$ cat src/rtl/mfi_check_sequencer_pkg.sv
// Shared types and default window constants for the MFI checker sequencer.
// The FSM state type is also exported through the interface as a debug signal.
package mfi_check_pkg;

    localparam int MFI_ORDER_W = 32;

    localparam int DEF_RESET_CYCLES = 2;
    localparam int DEF_TRIG_MIN     = 4;
    localparam int DEF_TRIG_MAX     = 64;
    localparam int DEF_CHECK_DELAY  = 16;
    localparam int DEF_CNT_W        = 8;

    typedef enum logic [2:0] {
        HOLD  = 3'd0,
        WAIT  = 3'd1,
        ARMED = 3'd2,
        CHECK = 3'd3,
        DONE  = 3'd4
    } seq_state_e;

endpackage

$ cat src/rtl/mfi_check_sequencer_if.sv
// Retirement inputs and checker-control outputs of the sequencer, plus a state tap.
// The retirement side has no ready: a retirement is consumed in any cycle mfi_valid is high.
interface mfi_check_sequencer_if;
    import mfi_check_pkg::*;

    logic                   mfi_valid;
    logic [MFI_ORDER_W-1:0] mfi_order;
    logic                   mfi_halt;

    logic                   check_reset;
    logic                   trig;
    logic                   check;
    logic [MFI_ORDER_W-1:0] trig_order;
    logic                   next_seen;
    logic                   halt_seen;
    logic                   done;
    logic                   timeout;
    seq_state_e             dbg_state;

    modport master (
        output mfi_valid, mfi_order, mfi_halt,
        input  check_reset, trig, check, trig_order, next_seen,
        input  halt_seen, done, timeout, dbg_state
    );

    modport slave (
        input  mfi_valid, mfi_order, mfi_halt,
        output check_reset, trig, check, trig_order, next_seen,
        output halt_seen, done, timeout, dbg_state
    );

endinterface

$ cat src/rtl/mfi_check_sequencer.sv
// Drives reset/trig/check of the MFI property checkers from the retirement stream
// and records the trig order plus successor/halt observations for cross-checking.
module mfi_check_sequencer
    import mfi_check_pkg::*;
#(
    parameter int RESET_CYCLES = DEF_RESET_CYCLES,
    parameter int TRIG_MIN     = DEF_TRIG_MIN,
    parameter int TRIG_MAX     = DEF_TRIG_MAX,
    parameter int CHECK_DELAY  = DEF_CHECK_DELAY,
    parameter int CNT_W        = DEF_CNT_W
) (
    input logic                  clock,
    input logic                  reset,
    mfi_check_sequencer_if.slave mfi
);

    localparam logic [CNT_W-1:0] L_HOLD_LAST = CNT_W'(RESET_CYCLES - 1);
    localparam logic [CNT_W-1:0] L_TRIG_MIN  = CNT_W'(TRIG_MIN);
    localparam logic [CNT_W-1:0] L_TRIG_MAX  = CNT_W'(TRIG_MAX);
    // cnt in ARMED is (cycles since trig - 1); leaving one cycle early puts check at trig+CHECK_DELAY.
    localparam logic [CNT_W-1:0] L_ARM_LAST  = CNT_W'(CHECK_DELAY - 2);
    localparam bit               L_DIRECT    = (CHECK_DELAY == 1);

    seq_state_e             r_state, w_state_nxt;
    logic [CNT_W-1:0]       r_cnt, w_cnt_nxt, w_cnt_inc;
    logic                   r_check_reset, w_check_reset_nxt;
    logic                   r_check, w_check_nxt;
    logic [MFI_ORDER_W-1:0] r_trig_order, w_trig_order_nxt;
    logic                   r_next_seen, w_next_seen_nxt;
    logic                   r_halt_seen, w_halt_seen_nxt;
    logic                   r_done, w_done_nxt;
    logic                   r_timeout, w_timeout_nxt;
    logic                   w_trig;
    logic                   w_eligible;
    logic                   w_succ_hit;

    assign w_cnt_inc  = (&r_cnt) ? r_cnt : r_cnt + 1'b1;
    assign w_eligible = (r_cnt >= L_TRIG_MIN) && mfi.mfi_valid && !mfi.mfi_halt;
    assign w_succ_hit = mfi.mfi_valid && (mfi.mfi_order == r_trig_order + 32'd1);

    always_ff @(posedge clock or posedge reset) begin
        if (reset) begin
            r_state       <= HOLD;
            r_cnt         <= '0;
            r_check_reset <= 1'b1;
            r_check       <= 1'b0;
            r_trig_order  <= '0;
            r_next_seen   <= 1'b0;
            r_halt_seen   <= 1'b0;
            r_done        <= 1'b0;
            r_timeout     <= 1'b0;
        end else begin
            r_state       <= w_state_nxt;
            r_cnt         <= w_cnt_nxt;
            r_check_reset <= w_check_reset_nxt;
            r_check       <= w_check_nxt;
            r_trig_order  <= w_trig_order_nxt;
            r_next_seen   <= w_next_seen_nxt;
            r_halt_seen   <= w_halt_seen_nxt;
            r_done        <= w_done_nxt;
            r_timeout     <= w_timeout_nxt;
        end
    end

    always_comb begin
        w_state_nxt       = r_state;
        w_cnt_nxt         = r_cnt;
        w_check_reset_nxt = r_check_reset;
        w_check_nxt       = 1'b0;
        w_trig_order_nxt  = r_trig_order;
        w_next_seen_nxt   = r_next_seen;
        w_halt_seen_nxt   = r_halt_seen;
        w_done_nxt        = r_done;
        w_timeout_nxt     = r_timeout;
        w_trig            = 1'b0;

        case (r_state)
            HOLD: begin
                w_cnt_nxt = w_cnt_inc;
                if (r_cnt == L_HOLD_LAST) begin
                    w_state_nxt       = WAIT;
                    w_cnt_nxt         = '0;
                    w_check_reset_nxt = 1'b0;
                end
            end
            WAIT: begin
                // Eligibility is tested before the timeout so a TRIG_MAX-cycle retirement still fires.
                if (w_eligible) begin
                    w_trig           = 1'b1;
                    w_trig_order_nxt = mfi.mfi_order;
                    w_cnt_nxt        = '0;
                    if (L_DIRECT) begin
                        w_state_nxt = CHECK;
                        w_check_nxt = 1'b1;
                    end else begin
                        w_state_nxt = ARMED;
                    end
                end else if (r_cnt == L_TRIG_MAX) begin
                    w_state_nxt   = DONE;
                    w_timeout_nxt = 1'b1;
                    w_done_nxt    = 1'b1;
                end else begin
                    w_cnt_nxt = w_cnt_inc;
                end
            end
            ARMED: begin
                w_cnt_nxt = w_cnt_inc;
                if (w_succ_hit) w_next_seen_nxt = 1'b1;
                if (mfi.mfi_valid && mfi.mfi_halt) w_halt_seen_nxt = 1'b1;
                if (r_cnt == L_ARM_LAST) begin
                    w_state_nxt = CHECK;
                    w_check_nxt = 1'b1;
                end
            end
            CHECK: begin
                if (w_succ_hit) w_next_seen_nxt = 1'b1;
                w_state_nxt = DONE;
                w_done_nxt  = 1'b1;
            end
            DONE: begin
            end
            default: begin
                w_state_nxt = HOLD;
            end
        endcase
    end

    assign mfi.check_reset = r_check_reset;
    assign mfi.trig        = w_trig;
    assign mfi.check       = r_check;
    assign mfi.trig_order  = r_trig_order;
    assign mfi.next_seen   = r_next_seen;
    assign mfi.halt_seen   = r_halt_seen;
    assign mfi.done        = r_done;
    assign mfi.timeout     = r_timeout;
    assign mfi.dbg_state   = r_state;

endmodule

$ cat src/flat_wrapper.sv
// flat-port wrapper written by rule: the top's interface ports become plain ports
module mfi_check_sequencer_flat import mfi_check_pkg::*;
#(
    parameter int RESET_CYCLES = DEF_RESET_CYCLES,
    parameter int TRIG_MIN     = DEF_TRIG_MIN,
    parameter int TRIG_MAX     = DEF_TRIG_MAX,
    parameter int CHECK_DELAY  = DEF_CHECK_DELAY,
    parameter int CNT_W        = DEF_CNT_W
)
  (clock, reset, mfi_mfi_valid, mfi_mfi_order, mfi_mfi_halt, mfi_check_reset, mfi_trig, mfi_check, mfi_trig_order, mfi_next_seen, mfi_halt_seen, mfi_done, mfi_timeout, mfi_dbg_state);
  mfi_check_sequencer_if mfi_i ();
  input logic clock;
  input logic reset;
  input wire logic [$bits(mfi_i.mfi_valid)-1:0] mfi_mfi_valid;
  input wire logic [$bits(mfi_i.mfi_order)-1:0] mfi_mfi_order;
  input wire logic [$bits(mfi_i.mfi_halt)-1:0] mfi_mfi_halt;
  output wire logic [$bits(mfi_i.check_reset)-1:0] mfi_check_reset;
  output wire logic [$bits(mfi_i.trig)-1:0] mfi_trig;
  output wire logic [$bits(mfi_i.check)-1:0] mfi_check;
  output wire logic [$bits(mfi_i.trig_order)-1:0] mfi_trig_order;
  output wire logic [$bits(mfi_i.next_seen)-1:0] mfi_next_seen;
  output wire logic [$bits(mfi_i.halt_seen)-1:0] mfi_halt_seen;
  output wire logic [$bits(mfi_i.done)-1:0] mfi_done;
  output wire logic [$bits(mfi_i.timeout)-1:0] mfi_timeout;
  output wire logic [$bits(mfi_i.dbg_state)-1:0] mfi_dbg_state;
  assign mfi_i.mfi_valid = mfi_mfi_valid;
  assign mfi_i.mfi_order = mfi_mfi_order;
  assign mfi_i.mfi_halt = mfi_mfi_halt;
  assign mfi_check_reset = mfi_i.check_reset;
  assign mfi_trig = mfi_i.trig;
  assign mfi_check = mfi_i.check;
  assign mfi_trig_order = mfi_i.trig_order;
  assign mfi_next_seen = mfi_i.next_seen;
  assign mfi_halt_seen = mfi_i.halt_seen;
  assign mfi_done = mfi_i.done;
  assign mfi_timeout = mfi_i.timeout;
  assign mfi_dbg_state = mfi_i.dbg_state;
  mfi_check_sequencer #(.RESET_CYCLES(RESET_CYCLES), .TRIG_MIN(TRIG_MIN), .TRIG_MAX(TRIG_MAX), .CHECK_DELAY(CHECK_DELAY), .CNT_W(CNT_W)) u_core (.clock(clock), .reset(reset), .mfi(mfi_i));
endmodule
$ cat config.mk
export PLATFORM = sky130hd
export DESIGN_NAME = mfi_check_sequencer_flat
export DESIGN_NICKNAME = d
export VERILOG_FILES = /design/src/rtl/mfi_check_sequencer_pkg.sv /design/src/rtl/mfi_check_sequencer_if.sv /design/src/rtl/mfi_check_sequencer.sv /design/src/flat_wrapper.sv
export SDC_FILE = /design/constraint.sdc
export NUM_CORES = 1
export LEC_CHECK = 0
export ABC_AREA = 1
export CORE_ASPECT_RATIO = 1.25
export CORE_MARGIN = 4
export CORE_UTILIZATION = 42
export DETAILED_ROUTE_END_ITERATION = 12
export HOLD_SLACK_MARGIN = 0.12
export PLACE_DENSITY = 0.74
export SLEW_MARGIN = 10
export SYNTH_ARGS = -nofsm -noshare
export SYNTH_HDL_FRONTEND = slang
export SYNTH_SLANG_ARGS = --single-unit
$ cat constraint.sdc
create_clock -name clock -period 2.3 [get_ports clock]
set_input_delay 0.46 -clock clock [delete_from_list [all_inputs] [get_ports clock]]
set_output_delay 0.46 -clock clock [all_outputs]
set_load 0.02 [all_outputs]
==> metrics.md <==
| Metric | Value |
|---|---|
| Status | `complete, no violations` |
| Slew Limit Fails | `0` |
| Sequential power share | `52.5%` |
| Setup crit end | `mfi_trig` |
| Mean area per synthesized cell | `around 6.5 um^2` |
| Worst-Margin Slew | `0.4603 ns` |
| Filler Cells Inserted | `801` |
| # resized after CTS | `1` |
| FF-to-FF setup slack | `~0.24 ns` |
| Worst R2R End | `u_core.r_cnt[1]` |
| Worst setup EP type | `primary output` |
| MaxCap Viol Count | `0` |
| Final Hold Viols | `0` |
| Multi-input combinational cell area | `~2100 um^2` |
| Die area | `between 10000 and 15000 um^2` |
| Yosys warning count | `0` |
| Final worst slack | `approximately 0.13 ns` |
| Initial drt markers | `about 240` |
| Critical-path cell list | `clkdlybuf4s50_1 > inv_1 > nor2_1 > nand2_1 > nor2_4 > dlygate4sd2_1` |
| Leakage | `approximately 2.5 nW` |
| Dpl ws | `-0.1662 ns` |
| Worst R2R Start | `u_core.r_cnt[5]` |
| Met2 WL post-DR | `5492 um` |
| Post-synthesis register bit count | `49` |
| Clock Tree Buf Depth | `2` |
| Yosys top cell by area | `dfrtp_1` |
| Max Clk Rate | `around 0.46 GHz` |
| Remaining antenna violation count after routing | `0` |
| Hold_ws | `0.4816 ns` |
| Root Buffer | `clkbuf_8` |
| CP startpoint kind | `input pin` |
| P_sw | `370.7 uW` |
| Top-Level Pins | `about 80` |
| Max-Slew Margin vs Limit | `between 60% and 70%` |
| Nets@finish | `691` |
| Die span in y | `roughly 110 um` |
| Initial antenna violation count | `0` |
| Final period util | `around 94%` |
| # port buffers | `between 70 and 80` |
| Share of cells above drive strength 1 | `around 7.2%` |
| RSZ-0062 raised after global routing | `false` |
| Drt via density | `between 4 and 5` |
| EDFF count, synth | `0` |
| Crit path launch | `mfi_mfi_valid` |
| Post-synth cell types | `34` |
| Asr flop ratio synth | `100.0%` |
| N_diodes | `0` |
| Worst-skew pair later-pin latency | `a little over 0.3 ns` |
| Worst VDD drop | `approximately 0.21 mV` |
| Top routing layer in use | `met4` |
| Total congestion overflow | `0` |
| Slowest stage delay, CP | `approximately 0.45 ns` |
| Drt pass-1 iters | `8` |
| Gate power share | `9.8%` |
| Hold buffers post-CTS | `0` |
| First-pass GRT wire length | `between 15000 and 20000 um` |
| DPL Wire Length | `between 8000 and 9000 um` |
| Avg WL per Cell | `~13 um` |
| Vias in the first global route | `approximately 3700` |
| Syn_nets | `605` |
| CTS buffer count | `5` |
| TritonCTS clock tree | `built` |
| Net Sw Frac | `22.61%` |
| # rows | `37` |
| Critical-path top delay cell | `clkdlybuf4s50_1` |
| Design Power | `roughly 1.6 mW` |
| Die outline width | `between 90 and 100 um` |
| Area occupied by registers | `between 1000 and 1500 um^2` |
| Internal power | `about 1.3 mW` |
| Arr. time, crit path | `1.71 ns` |
| Final wirelength | `a little over 10000 um` |
| R2r worst-path depth | `13` |
| Final worst path period need | `2.171 ns` |
| DR vias | `around 3800` |
| DRC violations left | `0` |
| Kind of critical path | `in2out` |
| Initial core utilization | `between 40% and 50%` |
| Largest cells by area after synthesis | `dfrtp_1 (33%), nand2_1 (21%), inv_1 (7.8%), nor2_1 (7.3%), nand3_1 (6.0%)` |
| Post-layout util | `56.74%` |
| Metal3 WL | `458 um` |
| Prevailing post-synth register cell | `dfrtp_1` |
| Post-CTS Setup Inserts | `0` |
| Area grow syn2layout | `29.69%` |
| Total core area | `8379 um^2` |
| H-tree depth | `2` |
| Sum of routed wire segments on met1 | `between 3000 and 4000 um` |
| Clock Power Share | `~38%` |
| Mapped Area | `approximately 3700 um^2` |
| Clk slew on worst S/H paths | `about 0.10 ns` |
| GRT Total Usage | `roughly a fifth` |
| Post-synth top area share | `between 30 and 40%` |
| Synth Instances | `564` |
| Cell with the most instances after synthesis | `nand2_1` |
| CP max FO | `2` |
| Layout Skew | `around 0.011 ns` |
| Clk sinks | `around 50` |
| GP Congestion | `approximately 0.9` |
| Commonest cells post-synth | `nand2_1 (201), inv_1 (76), nor2_1 (71), dfrtp_1 (48), nand3_1 (44)` |
| Worst Hold Class | `reg2reg` |
| Final setup fails | `0` |
| Largest net degree at the start of global routing | `50` |
| P per Cell Area | `~340 nW/um^2` |
| CP Data Required Time | `between 1.5 and 2 ns` |
| Sequential cell area fraction in the yosys report | `33.48%` |
## worst min path at each step
stage / from / end / depth (start not counted)
final: u_core.mfi.next_seen / u_core.mfi.next_seen / 2
after global routing: u_core.mfi.check_reset / u_core.mfi.check_reset / 1
after CTS: u_core.mfi.next_seen / u_core.mfi.next_seen / 2
after detailed placement: u_core.mfi.next_seen / u_core.mfi.next_seen / 2
after global placement: u_core.mfi.next_seen / u_core.mfi.next_seen / 2
after floorplan: u_core.mfi.check_reset / u_core.mfi.check_reset / 1
## flip-flops by register name, summed over array words and instances, names as in the netlist
| name | flops |
|---|---|
| u_core.mfi.next_seen | 1 |
| u_core.mfi.check_reset | 1 |
| u_core.mfi.halt_seen | 1 |
| u_core.mfi.timeout | 1 |
| u_core.mfi.check | 1 |
| u_core.mfi.done | 1 |
| u_core.r_cnt | 8 |
| u_core.mfi.trig_order | 32 |
| u_core.mfi.dbg_state | 3 |
## area by class of cell
type / instances / area share [%]
Multi-Input combinational cell: 430 / 44.84
Sequential cell: 49 / 25.87
Timing Repair Buffer: 85 / 17.71
Inverter: 79 / 6.237
Tap cell: 117 / 3.079
Clock buffer: 6 / 1.526
Clock inverter: 2 / 0.7368
## cell usage in the layout (no fill, tap or decap), types with 5 or more instances in the layout
master / instances
nand2_1: 201
clkdlybuf4s50_1: 76
inv_1: 75
nor2_1: 70
dfrtp_1: 46
nand3_1: 44
o21ai_0: 25
xor2_1: 19
xnor2_1: 12
nor3_1: 8
buf_4: 7
a21oi_1: 6
nor2_4: 5
nand4_1: 5
nand2_2: 5
clkbuf_8: 5
## through the flow
| stage | instances | TNS [ns] | area, um^2 |
|---|---|---|---|
| floorplan | 564 | 0 | 3666 |
| global placement | 760 | -0.1641 | 4637 |
| CTS | 768 | 0 | 4743 |
| finish | 768 | 0 | 4755 |
| detailed placement | 760 | -0.7426 | 4637 |
| global route | 768 | 0 | 4755 |
## per-layer routing
metal,track usage [%],up-vias
met3,2.882,17
met5,0,-
li1,-,1909
met2,37.35,108
met1,22.58,1753
met4,6.137,0
## power by group through the flow
stage / sequential [mW] / combinational [mW] / clock (mW)
2_1_floorplan: 0.878 / 0.0628 / 0
3_3_place_gp: 0.878 / 0.159 / 0
3_5_place_dp: 0.878 / 0.161 / 0
4_1_cts: 0.861 / 0.162 / 0.635
5_1_grt: 0.861 / 0.178 / 0.668
6_report: 0.861 / 0.160 / 0.619
## cells by family after synthesis
family	synth area share, %
and+or+nand+nor	42.56
xor gates and xnor gates	7.406
adders and majority gates	1.706
DFF	33.48
buffers and inverters	8.805
AOI/OAI and AO/OA	6.041
## worst max-delay path: cells and delay by family
family,cells,cell delay [ns]
buffers and inverters,3,0.85
AND/OR/NAND/NOR,3,0.41
Power figures use the tool's default switching activity.
